File: config.mk
export PLATFORM = sky130hd
export DESIGN_NAME = sccb_init_sequencer
export DESIGN_NICKNAME = d
export VERILOG_FILES = /design/src/rtl/sccb_pkg.sv /design/src/rtl/sccb_delay_timer.sv /design/src/rtl/sccb_init_sequencer.sv
export SDC_FILE = /design/constraint.sdc
export NUM_CORES = 1
export LEC_CHECK = 0
export ABC_AREA = 1
export BUFFER_PORTS_ARGS = -buffer_cell sky130_fd_sc_hd__buf_2
export CORE_ASPECT_RATIO = 1.1
export CORE_MARGIN = 4
export CORE_UTILIZATION = 50
export DETAILED_ROUTE_END_ITERATION = 7
export GPL_ROUTABILITY_DRIVEN = 1
export PLACE_DENSITY = 0.84
export SLEW_MARGIN = 0
export SYNTH_ARGS = -nofsm -noshare
export SYNTH_HDL_FRONTEND = slang
export SYNTH_HIERARCHICAL = 1
export SYNTH_SLANG_ARGS = --single-unit
File: constraint.sdc
create_clock -name XCLK -period 3 [get_ports XCLK]
set_clock_uncertainty 0.1 [all_clocks]
set_input_delay 0 -clock XCLK [delete_from_list [all_inputs] [get_ports XCLK]]
set_output_delay 0 -clock XCLK [all_outputs]
set_load 0.01 [all_outputs]
File: src/rtl/sccb_pkg.sv
// Shared definitions for the SCCB camera init sequencer.
//   - state_t    : sequencer FSM states
//   - TBL_END    : table word terminating the register table
//   - TBL_DELAY  : table word requesting a long pause before the next entry
//   - OV2640_*   : SCCB write/read device IDs
//   - max_u      : helper used to size shared counters
package sccb_pkg;

  typedef enum logic [3:0] {
    ST_IDLE,
    ST_PWR,
    ST_WAKE,
    ST_FETCH,
    ST_LATCH,
    ST_ISSUE,
    ST_WAIT,
    ST_GAP,
    ST_DLY,
    ST_DONE,
    ST_ERROR
  } state_t;

  localparam logic [15:0] TBL_END   = 16'hFFFF;
  localparam logic [15:0] TBL_DELAY = 16'hFFFE;

  localparam logic [7:0] OV2640_WR_ID = 8'h60;
  localparam logic [7:0] OV2640_RD_ID = 8'h61;

  function automatic int unsigned max_u(input int unsigned a, input int unsigned b);
    return (a > b) ? a : b;
  endfunction

endpackage

File: src/rtl/sccb_delay_timer.sv
// Loadable down-counter shared by every timed phase of the sequencer.
// Ports:
//   clk, rst : clock, synchronous active-high reset
//   start    : load the counter with 'load' (phase entry)
//   load     : terminal distance, i.e. (cycles in phase - 1)
//   expired  : high while the count has reached zero
module sccb_delay_timer #(
  parameter int unsigned CW = 20
) (
  input  logic          clk,
  input  logic          rst,
  input  logic          start,
  input  logic [CW-1:0] load,
  output logic          expired
);

  logic [CW-1:0] count;

  always_ff @(posedge clk) begin
    if (rst) begin
      count <= '0;
    end else if (start) begin
      count <= load;
    end else if (count != '0) begin
      count <= count - CW'(1);
    end
  end

  assign expired = (count == '0);

endmodule

File: src/rtl/sccb_init_sequencer.sv
// Camera register initialisation sequencer for an SCCB master core.
// Powers the sensor up via PWDN, then walks a {sub_addr, data} table held in
// an external synchronous ROM and issues one SCCB write per entry, with
// inter-transaction gaps, table DELAY markers, NACK/timeout retry and a
// per-transaction watchdog.
// Ports:
//   XCLK, RST            : clock, synchronous active-high reset
//   init_req             : pulse; starts the sequence when not busy
//   rom_addr / rom_data  : table ROM interface (1 cycle read latency)
//   sccb_start ...       : request side of the SCCB master handshake
//   sccb_done/ack_err    : completion side of the SCCB master handshake
//   PWDN                 : sensor power-down
//   busy, init_done, init_err, err_index : status
module sccb_init_sequencer
  import sccb_pkg::*;
#(
  parameter logic [7:0]  DEVICE_ADDR    = OV2640_WR_ID,
  parameter int unsigned ROM_AW         = 8,
  parameter int unsigned PWDN_CYCLES    = 50000,
  parameter int unsigned WAKE_CYCLES    = 100000,
  parameter int unsigned GAP_CYCLES     = 500,
  parameter int unsigned DELAY_CYCLES   = 500000,
  parameter int unsigned TIMEOUT_CYCLES = 200000,
  parameter int unsigned MAX_RETRY      = 3
) (
  input  logic              XCLK,
  input  logic              RST,
  input  logic              init_req,
  output logic [ROM_AW-1:0] rom_addr,
  input  logic [15:0]       rom_data,
  output logic              sccb_start,
  output logic              sccb_rw,
  output logic [7:0]        sccb_ip_addr,
  output logic [7:0]        sccb_sub_addr,
  output logic [7:0]        sccb_data,
  input  logic              sccb_done,
  input  logic              sccb_ack_err,
  output logic              PWDN,
  output logic              busy,
  output logic              init_done,
  output logic              init_err,
  output logic [ROM_AW-1:0] err_index
);

  localparam int unsigned CNT_MAX = max_u(max_u(max_u(PWDN_CYCLES, WAKE_CYCLES),
                                                max_u(GAP_CYCLES, DELAY_CYCLES)),
                                          TIMEOUT_CYCLES);
  localparam int unsigned CW = $clog2(CNT_MAX) + 1;
  localparam int unsigned RW = $clog2(MAX_RETRY + 1) + 1;
  localparam logic [ROM_AW-1:0] LAST_INDEX = '1;

  state_t            state;
  state_t            next_state;
  logic [ROM_AW-1:0] index;
  logic [RW-1:0]     retry;
  logic              redo;

  logic              timer_start;
  logic [CW-1:0]     timer_load;
  logic              timer_expired;

  logic              is_end;
  logic              is_delay;
  logic              xfer_ok;
  logic              xfer_fail;
  logic              can_retry;
  logic              last_entry;

  assign is_end     = (rom_data == TBL_END);
  assign is_delay   = (rom_data == TBL_DELAY);
  assign xfer_ok    = sccb_done && !sccb_ack_err;
  // A done pulse in the same cycle as the watchdog expiring takes priority.
  assign xfer_fail  = sccb_done ? sccb_ack_err : timer_expired;
  assign can_retry  = (retry < RW'(MAX_RETRY));
  assign last_entry = (index == LAST_INDEX);

  // The index only changes outside FETCH, so driving the ROM straight from it
  // presents the address in FETCH and the word arrives in LATCH.
  assign rom_addr     = index;
  assign sccb_rw      = 1'b0;
  assign sccb_ip_addr = DEVICE_ADDR;

  sccb_delay_timer #(.CW(CW)) u_timer (
    .clk     (XCLK),
    .rst     (RST),
    .start   (timer_start),
    .load    (timer_load),
    .expired (timer_expired)
  );

  // State register
  always_ff @(posedge XCLK) begin
    if (RST) begin
      state <= ST_IDLE;
    end else begin
      state <= next_state;
    end
  end

  // Next-state logic
  always_comb begin
    next_state = state;
    case (state)
      ST_IDLE, ST_DONE, ST_ERROR: if (init_req) next_state = ST_PWR;
      ST_PWR:   if (timer_expired) next_state = ST_WAKE;
      ST_WAKE:  if (timer_expired) next_state = ST_FETCH;
      ST_FETCH: next_state = ST_LATCH;
      ST_LATCH: begin
        if (is_end)        next_state = ST_DONE;
        else if (is_delay) next_state = ST_DLY;
        else               next_state = ST_ISSUE;
      end
      ST_ISSUE: next_state = ST_WAIT;
      ST_WAIT: begin
        if (xfer_ok)        next_state = last_entry ? ST_ERROR : ST_GAP;
        else if (xfer_fail) next_state = can_retry ? ST_GAP : ST_ERROR;
      end
      ST_GAP:   if (timer_expired) next_state = redo ? ST_ISSUE : ST_FETCH;
      ST_DLY:   if (timer_expired) next_state = last_entry ? ST_ERROR : ST_FETCH;
      default:  next_state = ST_IDLE;
    endcase
  end

  // Output logic; the timer reloads on every state change so each timed
  // phase counts from its own entry.
  always_comb begin
    sccb_start  = (state == ST_ISSUE);
    busy        = !(state == ST_IDLE || state == ST_DONE || state == ST_ERROR);
    timer_start = (next_state != state);
    case (next_state)
      ST_PWR:  timer_load = CW'(PWDN_CYCLES - 1);
      ST_WAKE: timer_load = CW'(WAKE_CYCLES - 1);
      ST_WAIT: timer_load = CW'(TIMEOUT_CYCLES - 1);
      ST_GAP:  timer_load = CW'(GAP_CYCLES - 1);
      ST_DLY:  timer_load = CW'(DELAY_CYCLES - 1);
      default: timer_load = '0;
    endcase
  end

  // Datapath and status registers
  always_ff @(posedge XCLK) begin
    if (RST) begin
      index         <= '0;
      retry         <= '0;
      redo          <= 1'b0;
      sccb_sub_addr <= '0;
      sccb_data     <= '0;
      PWDN          <= 1'b1;
      init_done     <= 1'b0;
      init_err      <= 1'b0;
      err_index     <= '0;
    end else begin
      case (state)
        ST_IDLE, ST_DONE, ST_ERROR: begin
          if (init_req) begin
            index     <= '0;
            retry     <= '0;
            redo      <= 1'b0;
            PWDN      <= 1'b1;
            init_done <= 1'b0;
            init_err  <= 1'b0;
          end
        end
        ST_PWR: if (timer_expired) PWDN <= 1'b0;
        ST_LATCH: begin
          if (is_end) begin
            init_done <= 1'b1;
          end else if (!is_delay) begin
            sccb_sub_addr <= rom_data[15:8];
            sccb_data     <= rom_data[7:0];
            retry         <= '0;
            redo          <= 1'b0;
          end
        end
        ST_WAIT: begin
          if (xfer_ok) begin
            redo <= 1'b0;
            if (last_entry) begin
              err_index <= index;
              init_err  <= 1'b1;
            end else begin
              index <= index + ROM_AW'(1);
            end
          end else if (xfer_fail) begin
            if (can_retry) begin
              retry <= retry + RW'(1);
              redo  <= 1'b1;
            end else begin
              err_index <= index;
              init_err  <= 1'b1;
            end
          end
        end
        ST_DLY: begin
          if (timer_expired) begin
            if (last_entry) begin
              err_index <= index;
              init_err  <= 1'b1;
            end else begin
              index <= index + ROM_AW'(1);
            end
          end
        end
        default: ;
      endcase
    end
  end

endmodule

==> results of run 1 <==
==> per-layer routing <==
metal  global-route usage [%]  vias up  share of wire [%]
met5                        0        -                  0
li1                         -     2049                  -
met2                     39.2      158                 51
met4                     12.8        0                3.6
met1                     24.1     1887                 40
met3                     4.86       37                5.7
==> worst max-delay path, cell delays in order, from the launching register on <==
cell and delay [ns]:
dfxtp_1 0.34, nor2_1 0.12, nand2_1 0.15, nor2_4 0.21, nand3_4 0.14, inv_4 0.11
inv_1 0.08, nand3_1 0.13, nand2_1 0.09, nor2_2 0.12, nand2_1 0.06, nor2_1 0.08
nand2_1 0.09, nand2_1 0.07, nand2_1 0.05, nor2_1 0.11, nand2_2 0.09, inv_2 0.12
nand2_4 0.08, inv_6 0.16, nand2_1 0.08, a21oi_1 0.14
==> cells in the mapped netlist, types with 5 or more instances <==
cell      count  area, um2
nor3_1        7       35.0
xor2_1       12        105
clkbuf_1      6       22.5
nand2_2      27        169
nand3_2       5       50.1
nand2_1     145        544
nor2_1      104        390
xnor2_1       5       43.8
nor2_2       16        100
nand4_1       7       43.8
buf_4        10       75.1
nand2_4       5       56.3
o21ai_0      22        110
dfxtp_1      63       1260
o21ai_1       9       45.0
inv_1        50        188
a21oi_2      15        131
nand3_1      30        150
inv_2        10       37.5
nor2_4       11        124
a21oi_1      23        115
==> cell families (layout without fill, tap and decap cells) <==
group / Yosys count / in the layout / synth area share (%)
DFF: 63 / 63 / 31.1
and+or+nand+nor: 367 / 367 / 43.7
buffers and inverters: 84 / 156 / 9.39
AOI/OAI and AO/OA: 73 / 73 / 10.7
adders and majority gates: 4 / 4 / 1.24
other: 2 / 11 / 0.185
xor gates and xnor gates: 17 / 17 / 3.68
==> worst min-delay path by stage <==
stage,to,start,slack [ns],cells after the start
after floorplan,sccb_data[0]$_SDFFE_PP0P_,rom_data[0],0.05,2
after global placement,sccb_sub_addr[2]$_SDFFE_PP0P_,rom_data[10],0.16,3
after detailed placement,sccb_data[6]$_SDFFE_PP0P_,rom_data[6],0.18,3
after CTS,init_err$_SDFFE_PP0P_,RST,0.06,2
after global routing,u_timer/count[12]$_SDFFE_PP0P_,RST,0.09,2
final,init_err$_SDFFE_PP0P_,RST,0.06,2
==> state kept, by name, summed over array words and instances, names as in the netlist <==
register / flops
u_timer/count: 20
err_index: 8
rom_addr: 8
sccb_data: 8
sccb_sub_addr: 8
state: 4
retry: 3
PWDN: 1
init_done: 1
init_err: 1
redo: 1
==> layout make-up <==
type                            count  area (um2)
Fill cell                         741        3120
Clock inverter                      4        70.1
Clock buffer                       11         141
Timing Repair Buffer               79         494
Inverter                           62         243
Multi-Input combinational cell    472        2450
Tap cell                          108         135
Sequential cell                    63        1260
==> power by group <==
| part | switching (mW) | internal, mW | total, mW | leakage [nW] |
|---|---|---|---|---|
| Sequential | 0.153 | 1.00 | 1.15 | 0.512 |
| Clock | 0.320 | 0.483 | 0.804 | 0.109 |
| Combinational | 1.70 | 0.889 | 2.59 | 1.76 |
| Total | 2.18 | 2.37 | 4.55 | 2.39 |
==> timing repair <==
action | in CTS | in global routing
setup buffers | 0 | 1
gates resized for setup | 0 | 8
setup endpoints to repair | 0 | 20
hold buffers | 17 | 0
hold endpoints to repair | 20 | 0
==> metrics by stage <==
| stage | worst slack, ns | power, mW |
|---|---|---|
| floorplan | 0.289 | 3.20 |
| global placement | 0.246 | 3.54 |
| detailed placement | 0.0907 | 3.62 |
| CTS | 0.0487 | 4.45 |
| global route | 0.0273 | 4.89 |
| finish | 0.197 | 4.55 |
==> impl_results.md, run 1 <==
* Status: finished clean
* Placed Area at 0.00439 mm2
* Setup TNS at 0 ns
* Rows at 34
* Initial antenna violation count at 0
* Fmax at between 0.3 and 0.4 GHz
* WL per Instance at approximately 13 um
* Most frequent cells in the layout: nand2_1 (143), nor2_1 (104), dfxtp_1 (63)
* Worst setup path class: flip-flop to flip-flop
* Crit path max fanout at 16
* Total GRT Usage at between 20% and 30%
* Synthesized area per cell at 6.64 um2
* Setup-failing EPs final at 0
* TritonCTS buffer count at 9
* H-tree levels at 3
* Final hold vios at 0
* Final core occ at about 60%
* Reg-to-reg slack, setup at about 0.20 ns
* Vias in the first global route at 3967
* Max_cap viols at 0
* Vias at ~4100
* Max-slew violation count at 0
* Starting DRT DRC Count at between 200 and 250
* Clock Path Buffers at 2
* Top FF cell, synth: dfxtp_1
* Antenna fix cells at 0
* First-pass GRT wire length at approximately 17000 um
* CP Launch Point: u_timer/count[12]$_SDFFE_PP0P_
* CTS tree: done
* Non-Filler Instances at between 700 and 800
* CP Launch Type: flip-flop
* Post-DP HPWL at around 7600 um
* WP data arrival at roughly 3.0 ns
* Synthesized cell area at around 0.004 mm2
* Post-synthesis sequential area ratio at a little under a third
* Fin Hold WS at between 0.06 and 0.07 ns
* Total routed wirelength at 10400 um
* Placed cell count at approximately 770
* Leakage at between 2 and 2.5 nW
* Vias per Instance at 5.17
* Detail Route Antenna Nets at 0
* Die Ht at between 100 and 150 um
* Final estimated routing congestion in global placement at 0.989
* Clock Tree Root: clkbuf_8
* Reg clk slew, reported paths at 0.07 ns
* Die area at roughly 0.0096 mm2
* Area Overhead vs Synth at 18.3%
* Fin crit period at between 2 and 3 ns
* Relative slew margins at a little under half
* Largest net degree at the start of global routing at 30
* Commonest non-fill, non-tap cell in the layout: nand2_1
* Post-Syn Instances at 610
* CP endpoint kind: flip-flop
* Worst EP required at about 3.2 ns
* DRC viols at 0
* Worst-Margin Slew at slightly below 0.8 ns
* Insertion delay to the later sink of the worst-skew pair at between 0.3 and 0.4 ns
* Starting Density at 51.2%
* Share of cells above drive strength 1 at between 20% and 30%
* Worst R2R Path Depth at 21
* Clk sink count at 63
* Final-stage net count at just over 700
* Final Cycle Share at between 90% and 100%
* Reg2Reg Capture Point: u_timer/count[19]$_SDFFE_PP0P_
* Die width at 93.8 um
* Max IR drop VDD at between 0.4 and 0.5 mV
* I/O pins at 67
* Count of buffers from port buffering at 57
* Yosys warns at 6
* Worst Setup EP: u_timer/count[19]$_SDFFE_PP0P_
* Post-synth EDFFs at 0
* Finished Cell Area at ~0.0048 mm2
* PwrDens at roughly 950 mW/mm2
* Core Region at approximately 0.0079 mm2
* HP Class: input pin to flip-flop
* RSZ-0062 raised after global routing: false
* Netlist cell types at 36
* Grt total ovfl at 0
* Asr flop ratio synth at 0%
* Synth Register Bits at 63
* Worst flop-to-flop path startpoint: u_timer/count[12]$_SDFFE_PP0P_
* DRT Pass-1 Iters at 5
No activity file was read; power rests on OpenSTA's default activity.
==> run 2, diff against run 1 <==
Settings changed: CORE_UTILIZATION 50 to 57, PLACE_DENSITY 0.84 to 0.93.
==> run 2 against run 1 <==
Compared with the run above: setup slack got worse by 0.029 ns; power increased by 1.8%; largest cell class unchanged; global-route usage grew 3.9 points; hold slack got worse by 0.0061 ns; final cell count shrank 2.9%; wire length increased by 1.8%; final area is 0.47% higher; sequential share of layout area decreased by 0.12 points; non-clock buffer count increased by 2; count of clock-buffer cells in the layout unchanged; register-to-register slack worse by 0.03 ns.
==> impl_results.md, run 2 (synthesized netlist as in run 1, its figures left out) <==
* Crit path max fanout at 5
* DRC viols at 0
* Worst R2R Path Depth at 19
* Share of cells above drive strength 1 at 26.7%
* Vias per Instance at 5.41
* Die Ht at 96.4 um
* Crit path cell chain: inv_2, ha_1, nand2_2, nor2_4, nand3_4, clkinvlp_4, buf_4, nand2_1, nand3_1, nand2_1, nor2_4, nand3_4, xor2_1, nor2_1, nand2_2, inv_2, nand4_1, nor2_1, nor3_1
* Placed cell count at 739
* CP Launch Type: flip-flop
* Largest net degree at the start of global routing at 30
* Worst setup path class: flip-flop to flip-flop
* DRT Pass-1 Iters at 4
* Final hold vios at 0
* CP Buf/Inv Count at 4
* Max_cap viols at 0
* WL per Instance at about 14 um
* WP data arrival at approximately 3.0 ns
* CP endpoint kind: flip-flop
* Fin crit period at 2.83 ns
* Max-slew violation count at 0
* Reg clk slew, reported paths at around 0.08 ns
* Vias in the first global route at roughly 4000
* Max IR drop VDD at approximately 0.77 mV
* Relative slew margins at a little under half
* HP Class: input pin to flip-flop
* Setup-failing EPs final at 0
* Rows at 31
* Most frequent cells in the layout: nand2_1 (143), nor2_1 (103), dfxtp_1 (63)
* Clock Path Buffers at 2
* Hold depth at 2
* Final core occ at 71.4%
* Grt total ovfl at 0
* Worst slack at placement at slightly above 0.09 ns
* Die area at 0.00852 mm2
* CP max stage delay at approximately 0.33 ns
* Clk sink count at 63
* Max FFs per register at 20
* Most flops, register: u_timer/count
* Status: finished clean
* Die width at 88.4 um
* Design Power at between 4 and 5 mW
* Starting DRT DRC Count at between 200 and 250
* Area occupied by multi-input gates at 0.00247 mm2
* Antenna fix cells at 0
* H-tree levels at 3
* Count of buffers from port buffering at 57
* Total routed wirelength at approximately 11000 um
* Post-DP HPWL at about 7600 um
* Initial antenna violation count at 0
* Vias at between 4000 and 5000
* Final Cycle Share at between 90% and 100%
* Fmax at ~0.35 GHz
* Clock Tree Root: clkbuf_8
* Worst EP required at about 3.1 ns
* Critical path depth at 19
* I/O pins at 67
* Leakage at between 2 and 2.5 nW
* Register area at between 0.001 and 0.0015 mm2
* Commonest non-fill, non-tap cell in the layout: nand2_1
* Final-stage net count at ~700
* TritonCTS buffer count at 9
* Detail Route Antenna Nets at 0
* Starting Density at about three fifths
* Final estimated routing congestion in global placement at ~0.93
* CP max stage cell: dfxtp_1
* Worst-Margin Slew at 0.806 ns
* First-pass GRT wire length at 17400 um
* Crit path max-delay family: simple AND/OR/NAND/NOR gates
* Total GRT Usage at between 20% and 30%
* PwrDens at ~960 mW/mm2
* CTS tree: done
* Insertion delay to the later sink of the worst-skew pair at about 0.35 ns
* Non-Filler Instances at ~780
* Fillcell total at about 530
* Area Overhead vs Synth at 18.9%
* Final WS setup at 0.168 ns
* Core Region at 0.00675 mm2
[run 2: cell count changes in the layout (fill, tap and decap cells not counted), sizes merged]
| cell | delta |
|---|---|
| buf | +2 |
| clkinv | +1 |
| inv | -2 |
| clkinvlp | +2 |
[run 2: report_power, final]
group | total (mW) | switching (mW) | internal [mW] | leakage, nW
registers | 1.16 | 0.160 | 1.00 | 0.512
logic | 2.63 | 1.71 | 0.928 | 1.77
clock network | 0.834 | 0.343 | 0.491 | 0.110
[run 2: what timing repair did]
action,in CTS,in global routing
endpoints found under the hold margin,20,0
resized for setup,0,14
hold buffers,17,0
setup endpoints to repair,0,20
setup buffers,0,3
[run 2: path summary, 6_finish.rpt]
check | startpoint | endpoint | slack, ns
setup / recovery | u_timer/count[0]$_SDFFE_PP0P_ | u_timer/count[0]$_SDFFE_PP0P_ | 0.17
hold / removal | RST | init_err$_SDFFE_PP0P_ | 0.06
setup reg to reg | u_timer/count[0]$_SDFFE_PP0P_ | u_timer/count[0]$_SDFFE_PP0P_ | 0.17
hold reg to reg | PWDN$_SDFFE_PP1P_ | PWDN$_SDFFE_PP1P_ | 0.35
[run 2: per-layer routing]
layer  up-vias  part of all wire [%]  track usage [%]
met4         0                   4.1             15.4
met3        47                   5.5             6.11
met5         -                     0                0
met1      1929                    38             27.1
li1       2048                     -                -
met2       178                    53             47.0
[run 2: layout make-up]
| cell class | count | share of cell area (%) |
|---|---|---|
| Multi-Input combinational cell | 472 | 51.3 |
| Sequential cell | 63 | 26.2 |
| Timing Repair Buffer | 81 | 10.6 |
| Inverter | 62 | 5.22 |
| Clock buffer | 11 | 2.94 |
| Tap cell | 82 | 2.13 |
| Clock inverter | 5 | 1.69 |
[run 2: stage by stage]
stage	setup TNS [ns]	hold WS, ns	cell area (um2)
floorplan	0	0.0486	4090
global placement	0	0.164	4350
detailed placement	0	0.177	4350
CTS	0	0.0498	4750
global route	-0.0124	0.0779	4820
finish	0	0.0576	4820
[run 2: worst reg2reg max path, delay by kind of cell (launching register included)]
| kind | cells | cell delay, ns |
|---|---|---|
| DFF | 1 | 0.33 |
| adders and majority gates | 1 | 0.17 |
| xor gates and xnor gates | 1 | 0.16 |
| and+or+nand+nor | 13 | 1.45 |
| buffers and inverters | 4 | 0.52 |
==> run 3, diff against run 2 <==
==> constraint.sdc (replaced) <==
create_clock -name XCLK -period 3 [get_ports XCLK]
set_clock_uncertainty 0.1 [all_clocks]
set_input_delay 0.75 -clock XCLK [delete_from_list [all_inputs] [get_ports XCLK]]
set_output_delay 0.75 -clock XCLK [all_outputs]
set_load 0.01 [all_outputs]
==> run 3 against run 2 <==
Compared with the run above: core utilization down 1.7 points; critical path type unchanged; final cell count decreased by 1.9%; via count shrank 2.8%; die area is the same; largest power group unchanged; highest routed layer unchanged; critical path depth is 1 lower; final area shrank 2.4%.
==> impl_results.md, run 3 (synthesized netlist as in run 1, its figures left out) <==
* Relative slew margins at 49.5%
* CP Launch Type: flip-flop
* Total routed wirelength at around 10000 um
* Design Power at approximately 4.8 mW
* Non-Filler Instances at ~760
* Die Ht at just under 100 um
* Clock Path Buffers at 2
* Total GRT Usage at 25.3%
* DRC viols at 0
* WP data arrival at 2.99 ns
* Setup TNS at 0 ns
* Starting Density at 60.0%
* Share of cells above drive strength 1 at roughly 28%
* Max-slew violation count at 0
* Gr busiest metal: met2
* Vias per Instance at about 5.4
* Finished Cell Area at 0.00470 mm2
* Leakage at 2.34 nW
* Total internal power at about 2.5 mW
* HP Class: flip-flop to flip-flop
* Largest net degree at the start of global routing at 30
* H-tree levels at 3
* Sequential power share at roughly a quarter
* Antenna fix cells at 0
* Core Region at between 0.006 and 0.007 mm2
* CTS tree: done
* Post-DP HPWL at ~7600 um
* GRT met3 Usage at under 10%
* PwrDens at just over 1000 mW/mm2
* Clock power frac at roughly 18%
* Crit path max fanout at 10
* Setup-failing EPs final at 0
* Worst EP required at 3.15 ns
* Final estimated routing congestion in global placement at ~0.96
* Placed Area at between 0.004 and 0.005 mm2
* Switching power at approximately 2.3 mW
* First-pass GRT wire length at 17100 um
* DRT Pass-1 Iters at 7
* Combinational power share at 58.2%
* Max IR drop VDD at between 0.7 and 0.8 mV
* Initial antenna violation count at 0
* Most flops, register: u_timer/count
* Fmax at 0.352 GHz
* Final Cycle Share at 94.7%
* Status: finished clean
* Most frequent cells in the layout: nand2_1 (144), nor2_1 (102), dfxtp_1 (62)
* Die area at between 0.008 and 0.009 mm2
* Vias at 4083
* Vias in the first global route at between 3000 and 4000
* Reg clk slew, reported paths at about 0.080 ns
* Rows at 31
* Grt total ovfl at 0
* Fin Hold WS at 0.351 ns
* I/O pins at 67
* Detail Route Antenna Nets at 0
* TritonCTS buffer count at 9
* Clock Tree Root: clkbuf_8
* Final hold vios at 0
* Placed cell count at between 700 and 800
* CP endpoint kind: flip-flop
* Area Overhead vs Synth at 16.0%
* Met2 GRT Util at 44.9%
* Die width at 88.4 um
* Worst setup path class: flip-flop to flip-flop
* Sw frac at 48.0%
* Count of buffers from port buffering at 57
* Reg-to-reg slack, setup at 0.16 ns
* Final core occ at between 60% and 70%
* Starting DRT DRC Count at 226
* Commonest non-fill, non-tap cell in the layout: nand2_1
* Max_cap viols at 0
* WL per Instance at 13.6 um
* Insertion delay to the later sink of the worst-skew pair at ~0.35 ns
* Final-stage net count at roughly 700
* Fin crit period at around 2.8 ns
* Final WS setup at ~0.16 ns
* Max FFs per register at 20
* Clk sink count at 63
* Met1 usage at between 20 and 30%
* Worst-Margin Slew at around 0.76 ns
* Worst slack at placement at 0.115 ns
==> run 3: final cells by class <==
| type | count | area (um2) |
|---|---|---|
| clock buffer | 9 | 124 |
| multi-input combinational | 472 | 2480 |
| sequential | 63 | 1260 |
| timing repair buffer | 66 | 378 |
| fill | 535 | 2050 |
| inverter | 62 | 254 |
| clock inverter | 7 | 97.6 |
| tap | 82 | 103 |
==> run 3: final timing paths <==
check	start	to	cells past startpoint
worst max-delay path	u_timer/count[10]$_SDFFE_PP0P_	u_timer/count[13]$_SDFFE_PP0P_	18
worst min-delay path	PWDN$_SDFFE_PP1P_	PWDN$_SDFFE_PP1P_	2
worst max register to register	u_timer/count[10]$_SDFFE_PP0P_	u_timer/count[13]$_SDFFE_PP0P_	18
worst min register to register	PWDN$_SDFFE_PP1P_	PWDN$_SDFFE_PP1P_	2
==> run 3: critical path: stages, from the launching register on <==
cell	delay, ns
dfxtp_1	0.33
nor2_2	0.12
nand2_1	0.13
nor2_4	0.20
nand3_4	0.14
clkinvlp_4	0.15
buf_4	0.13
nand2_1	0.05
nand3_1	0.09
nand2_1	0.09
nor2_4	0.12
nand3_4	0.12
xor2_1	0.16
nor2_1	0.16
nand2_2	0.12
buf_4	0.16
clkbuf_16	0.15
a21oi_1	0.12
a21oi_1	0.08
==> run 3: repair_timing <==
action / in CTS / in global routing
setup buffers: 0 / 5
hold buffers: 0 / 0
endpoints found under the setup margin: 0 / 20
gates resized for setup: 0 / 20
==> run 3: power groups by stage <==
| stage | logic, mW | clock network [mW] | registers [mW] |
|---|---|---|---|
| 3_5_place_dp | 2.44 | 0 | 1.17 |
| 5_1_grt | 3.08 | 0.883 | 1.18 |
| 4_1_cts | 2.47 | 0.835 | 1.15 |
| 2_1_floorplan | 2.05 | 0 | 1.15 |
| 3_3_place_gp | 2.35 | 0 | 1.16 |
| 6_report | 2.78 | 0.834 | 1.16 |
==> run 3: metal layers <==
layer | vias to the layer above | share of wire (%)
met5 | - | 0
met4 | 0 | 3.2
met3 | 39 | 5.3
met2 | 157 | 53
met1 | 1855 | 38
li1 | 2032 | -
